## config.mk

```make
export PLATFORM = sky130hd
export DESIGN_NAME = pulse_detector_mc_flat
export DESIGN_NICKNAME = d
export VERILOG_FILES = /design/src/rtl/pulse_detector_mc_if.sv /design/src/rtl/pulse_detector_mc.sv /design/src/flat_wrapper.sv
export SDC_FILE = /design/constraint.sdc
export NUM_CORES = 1
export LEC_CHECK = 0
export BUFFER_PORTS_ARGS = -buffer_cell sky130_fd_sc_hd__buf_2
export CORE_UTILIZATION = 55
export DETAILED_ROUTE_END_ITERATION = 8
export GPL_TIMING_DRIVEN = 0
export PLACE_DENSITY = 0.82
export RECOVER_POWER = 25
export SYNTH_ARGS = -nofsm -noshare
export SYNTH_HDL_FRONTEND = slang
export SYNTH_SLANG_ARGS = --single-unit
```

## constraint.sdc

```tcl
create_clock -name clk -period 2.1 [get_ports clk]
set_clock_uncertainty 0.15 [all_clocks]
set_input_delay 0.42 -clock clk [delete_from_list [all_inputs] [get_ports clk]]
set_output_delay 0.42 -clock clk [all_outputs]
set_load 0.01 [all_outputs]
```

## src/rtl/pulse_detector_mc_if.sv

```systemverilog
// Signal bundle for pulse_detector_mc: raw inputs, shared config and per-channel status.
// The master side drives stimulus and configuration; the slave side is the detector.
interface pulse_detector_mc_if #(
  parameter int NUM_CH  = 4,
  parameter int DELAY_W = 8,
  parameter int WIDTH_W = 8
);
  logic [NUM_CH-1:0]  sig_in;
  logic [NUM_CH-1:0]  ch_en;
  logic [1:0]         mode;
  logic [DELAY_W-1:0] delay;
  logic [WIDTH_W-1:0] min_width;
  logic [NUM_CH-1:0]  clr_ovr;
  logic [NUM_CH-1:0]  sig_out;
  logic [NUM_CH-1:0]  busy;
  logic [NUM_CH-1:0]  ovr;

  modport master (
    output sig_in, ch_en, mode, delay, min_width, clr_ovr,
    input  sig_out, busy, ovr
  );

  modport slave (
    input  sig_in, ch_en, mode, delay, min_width, clr_ovr,
    output sig_out, busy, ovr
  );
endinterface

```

## src/rtl/pulse_detector_mc.sv

```systemverilog
// Multi-channel edge/pulse detector with per-channel delayed one-cycle strobe and overrun flag.
// Optional PULSE_DETECTOR_SYNC_EN inserts a 2-flop synchroniser ahead of the edge sampler.
module pulse_detector_mc #(
  parameter int NUM_CH  = 4,
  parameter int DELAY_W = 8,
  parameter int WIDTH_W = 8
) (
  input  logic              clk,
  input  logic              reset,
  pulse_detector_mc_if.slave bus
);
  typedef enum logic {IDLE, WAIT} state_t;

  logic [NUM_CH-1:0] samp;
  logic [NUM_CH-1:0] s0;
  logic [NUM_CH-1:0] s1;

`ifdef PULSE_DETECTOR_SYNC_EN
  logic [NUM_CH-1:0] sync0;
  logic [NUM_CH-1:0] sync1;

  always_ff @(posedge clk or negedge reset) begin
    if (!reset) begin
      sync0 <= '0;
      sync1 <= '0;
    end else begin
      sync0 <= bus.sig_in;
      sync1 <= sync0;
    end
  end

  assign samp = sync1;
`else
  assign samp = bus.sig_in;
`endif

  // NOTE: sequential state is assigned with <= only, so every flop sees pre-edge values.
  always_ff @(posedge clk or negedge reset) begin
    if (!reset) begin
      s0 <= '0;
      s1 <= '0;
    end else begin
      s0 <= samp;
      s1 <= s0;
    end
  end

  for (genvar i = 0; i < NUM_CH; i++) begin : g_ch
    state_t             state;
    logic [DELAY_W-1:0] cnt;
    logic [WIDTH_W-1:0] high_cnt;
    logic               strobe;
    logic               ovr_q;
    logic               rise;
    logic               fall;
    logic               evt;

    assign rise = s0[i] & ~s1[i];
    assign fall = ~s0[i] & s1[i];

    // NOTE: evt gets a default before the case so no path leaves it unassigned (no latch).
    always_comb begin
      evt = 1'b0;
      case (bus.mode)
        2'b00:   evt = rise;
        2'b01:   evt = fall;
        2'b10:   evt = rise | fall;
        default: evt = fall && (high_cnt >= bus.min_width);
      endcase
      evt = evt & bus.ch_en[i];
    end

    // High time seen at the falling edge equals the pulse length, capped at all-ones.
    always_ff @(posedge clk or negedge reset) begin
      if (!reset) begin
        high_cnt <= '0;
      end else if (!s0[i]) begin
        high_cnt <= '0;
      end else if (high_cnt != '1) begin
        high_cnt <= high_cnt + WIDTH_W'(1);
      end
    end

    always_ff @(posedge clk or negedge reset) begin
      if (!reset) begin
        state  <= IDLE;
        cnt    <= '0;
        strobe <= 1'b0;
        ovr_q  <= 1'b0;
      end else begin
        strobe <= 1'b0;
        if (bus.clr_ovr[i]) ovr_q <= 1'b0;
        case (state)
          IDLE: begin
            if (evt) begin
              if (bus.delay == '0) begin
                strobe <= 1'b1;
              end else begin
                cnt   <= bus.delay;
                state <= WAIT;
              end
            end
          end
          WAIT: begin
            if (cnt == DELAY_W'(1)) begin
              // Final wait cycle: fire the pending strobe and accept a new event as if idle.
              strobe <= 1'b1;
              state  <= IDLE;
              if (evt && bus.delay != '0) begin
                cnt   <= bus.delay;
                state <= WAIT;
              end
            end else begin
              cnt <= cnt - DELAY_W'(1);
              if (evt) ovr_q <= 1'b1;
            end
          end
          default: state <= IDLE;
        endcase
      end
    end

    assign bus.sig_out[i] = strobe;
    assign bus.busy[i]    = (state == WAIT);
    assign bus.ovr[i]     = ovr_q;
  end
endmodule

```

## src/flat_wrapper.sv

```systemverilog
// flat-port wrapper written by rule: the top's interface ports become plain ports
module pulse_detector_mc_flat 
#(
  parameter int NUM_CH  = 4,
  parameter int DELAY_W = 8,
  parameter int WIDTH_W = 8
)
  (clk, reset, bus_sig_in, bus_ch_en, bus_mode, bus_delay, bus_min_width, bus_clr_ovr, bus_sig_out, bus_busy, bus_ovr);
  pulse_detector_mc_if #(.NUM_CH(NUM_CH), .DELAY_W(DELAY_W), .WIDTH_W(WIDTH_W)) bus_i ();
  input  logic clk;
  input  logic reset;
  input wire logic [$bits(bus_i.sig_in)-1:0] bus_sig_in;
  input wire logic [$bits(bus_i.ch_en)-1:0] bus_ch_en;
  input wire logic [$bits(bus_i.mode)-1:0] bus_mode;
  input wire logic [$bits(bus_i.delay)-1:0] bus_delay;
  input wire logic [$bits(bus_i.min_width)-1:0] bus_min_width;
  input wire logic [$bits(bus_i.clr_ovr)-1:0] bus_clr_ovr;
  output wire logic [$bits(bus_i.sig_out)-1:0] bus_sig_out;
  output wire logic [$bits(bus_i.busy)-1:0] bus_busy;
  output wire logic [$bits(bus_i.ovr)-1:0] bus_ovr;
  assign bus_i.sig_in = bus_sig_in;
  assign bus_i.ch_en = bus_ch_en;
  assign bus_i.mode = bus_mode;
  assign bus_i.delay = bus_delay;
  assign bus_i.min_width = bus_min_width;
  assign bus_i.clr_ovr = bus_clr_ovr;
  assign bus_sig_out = bus_i.sig_out;
  assign bus_busy = bus_i.busy;
  assign bus_ovr = bus_i.ovr;
  pulse_detector_mc #(.NUM_CH(NUM_CH), .DELAY_W(DELAY_W), .WIDTH_W(WIDTH_W)) u_core (.clk(clk), .reset(reset), .bus(bus_i));
endmodule
```

==> metrics.txt <==
worst slack, placed -476 ps; startpoint types primary input; CP Class primary input to flip-flop; DIE AREA around 0.010 mm^2; sequential share of the synthesized area roughly two fifths; Slew HR about three fifths; Final setup viols 22; vias a little over 5000; number of global-route vias before repair just under 5000; Hold Startpoint bus_sig_in[1]; Max stage delay on crit path 360 ps; Final Cycle Share 107%; worst endpoint required time about 2200 ps; number of synthesized flops with an enable pin 0; leading cell type in the layout, fill and taps excluded dfrtp_1; Highest Clock Rate about 450 MHz; Lkg Pwr approximately 3.2 nW; Power Dens Cells 843 mW/mm^2; gr usage total between 20% and 30%; area of the multi-input gates ~0.0035 mm^2; peak supply drop roughly 0.46 mV; area delta synth->final 26.8%; Wirelength per Cell 18.8 um; Slew Limit Fails 0; ys flop type dfrtp_1; clock slew at reported path FFs ~90 ps; Fill cells roughly 670; IO Count 44; row cnt 35; Critical Path Sink Type flip-flop; clock tree buffer depth 2; hold depth 1; fin nets about 770; Final Hold Vio Count 0; Skew-Pair Late Insertion Delay 360 ps; largest net degree at the start of global routing 64; crit-path max FO 5; yosys warns 0; initial antenna violation count 0; register cell area after layout ~0.0021 mm^2; DP HPWL around 9100 um; Synth async-reset ratio 100%; cts bufs inserted 9; Worst Hold Class primary input to flip-flop; commonest non-fill, non-tap cells in the layout dfrtp_1, buf_4, buf_2; Synth cell types 57; Tot Pwr 5.79 mW; syn_nets 664; TritonCTS Sinks 84; status finished, violations left; Syn Area/Cell between 9 and 10 um^2; failing checks negative setup slack; Core ar. about 0.0094 mm^2; Tmin final approximately 2200 ps; starting density of the core between 50% and 60%; Hold WS a little under 8 ps; ANT nets after route 0; R2R Setup Slk -140 ps; WP data arrival roughly 2300 ps; Hold EP u_core.s0[1]; RSZ-0062 raised after global routing yes; post-synthesis instance area between 0.005 and 0.006 mm^2; crit-path cells buf_2, clkinvlp_4, ha_1, a211o_1, a31oi_1, o31a_1, buf_6, nor3_1, a311o_1; Worst path slowest cell ha_1; FF+latch count, synth 84; layout cell share with drive strength beyond 1 28.7%; diode count 0; R2R cell count 7; first-pass GRT wire length 23000 um; CTS tree done; vias per inst about 6.3; Initial DRT Pass Iterations 6; R2R Path Start u_core.g_ch[0].high_cnt[2]; RR Endpoint u_core.g_ch[0].cnt[5]; Gate Count Post-Synth 580; clock root buffer clkbuf_8; setup TNS -1120 ps; Iter 0 DRT Violations around 300; gr ovfl total 0; DIE WIDTH ~100 um; setup ws final -143 ps; Max Cap Viol 0; H-tree depth 3; final wirelength between 15000 and 20000 um; die span in y 101 um; routability cong. approximately 0.84; Remaining DRCs 0; Port Buffers 41; actual slew at the worst max-slew pin slightly above 600 ps
==> flip-flops by register name (all words and copies together) (netlist names) <==
name                  flops
u_core.g_ch.cnt          32
u_core.g_ch.high_cnt     32
u_core.g_ch.ovr_q         4
u_core.g_ch.state         4
u_core.g_ch.strobe        4
u_core.s0                 4
u_core.s1                 4
==> critical path: cells and delay by family <==
| kind | cells | cell delay, ps |
|---|---|---|
| adders and majority gates | 1 | 360 |
| and+or+nand+nor | 1 | 80 |
| AOI/OAI and AO/OA | 4 | 1020 |
| buffers and inverters | 3 | 460 |
==> layer usage <==
metal  wire [um]  GRT usage [%]  vias to the layer above
met5           0              0                        -
met3        1070           4.28                       64
met4         654           12.4                        0
met2        7760           51.3                      253
met1        5940           34.9                     2469
li1            -              -                     2347
==> worst max-delay path by stage <==
stage	slack, ps	depth (start not counted)	start	endpoint
floorplan	-90	8	bus_min_width[6]	u_core.g_ch[0].cnt[6]
global route	-210	9	bus_min_width[6]	u_core.g_ch[0].cnt[7]
global placement	-410	9	bus_min_width[6]	u_core.g_ch[0].cnt[5]
CTS	-140	7	u_core.g_ch[0].high_cnt[6]	u_core.g_ch[0].cnt[7]
finish	-140	9	bus_min_width[2]	u_core.g_ch[0].cnt[5]
detailed placement	-480	8	bus_min_width[7]	u_core.g_ch[3].cnt[5]
==> cells in the mapped netlist (all sizes together), types with 3 or more instances <==
cell type | n | area, um^2
dfrtp | 84 | 2100
ha | 52 | 651
o21ai | 45 | 225
nor2 | 43 | 166
nand2 | 41 | 154
inv | 39 | 146
a31oi | 32 | 200
nand3 | 26 | 135
a22oi | 20 | 150
xor2 | 19 | 166
buf | 18 | 123
nor3 | 18 | 90.1
xnor2 | 13 | 114
and3 | 12 | 75.1
a21oi | 10 | 50.1
nand2b | 8 | 50.1
nand4 | 7 | 43.8
nor4 | 7 | 43.8
o211a | 7 | 70.1
o31ai | 7 | 80.1
a211oi | 6 | 45.0
and2 | 6 | 37.5
a211o | 5 | 43.8
clkbuf | 5 | 18.8
a311o | 4 | 40.0
o211ai | 4 | 30.0
or2 | 4 | 25.0
or4 | 4 | 37.5
a21o | 3 | 22.5
a311oi | 3 | 26.3
and4 | 3 | 26.3
nor3b | 3 | 22.5
==> area by class of cell <==
class | instances | share of cell area [%]
clock buffers | 13 | 2.46
well taps | 129 | 2.35
plain buffers | 20 | 2.04
flip-flops and latches | 84 | 30.7
repair buffers | 95 | 9.26
multi-input cells | 436 | 50.3
clock inverters | 3 | 0.637
inverters | 39 | 2.24
==> timing repair <==
| action | CTS | global route |
|---|---|---|
| hold endpoints to repair | 21 | 1 |
| setup buffers | 20 | 29 |
| endpoints found under the setup margin | 42 | 42 |
| pin swaps | 18 | 23 |
| resized for setup | 36 | 47 |
| hold buffers | 1 | 1 |
| gates cloned | 3 | 1 |
==> cell families after synthesis <==
family / after synthesis / share of synthesized area [%]
AO/OA/AOI/OAI: 160 / 20.7
XOR/XNOR: 32 / 5.17
adder cells (fa/ha/maj): 52 / 12.0
buffers and inverters: 62 / 5.31
flip-flops: 84 / 38.8
AND/OR/NAND/NOR: 190 / 18.0
==> stage by stage <==
stage / instances / util, % / area, um^2
3_5_place_dp: 751 / 62.7 / 5880
5_1_grt: 819 / 73.4 / 6870
3_3_place_gp: 750 / 62.4 / 5850
6_report: 819 / 73.4 / 6870
2_1_floorplan: 580 / - / 5480
4_1_cts: 788 / 68.7 / 6440
==> report_power, final <==
part	total [mW]	leakage (nW)	internal [mW]	switching [mW]
combinational	2.07	2.02	1.04	1.04
clock	1.26	0.110	0.649	0.614
sequential	2.45	1.02	1.99	0.466
No activity file was read; power rests on OpenSTA's default activity.
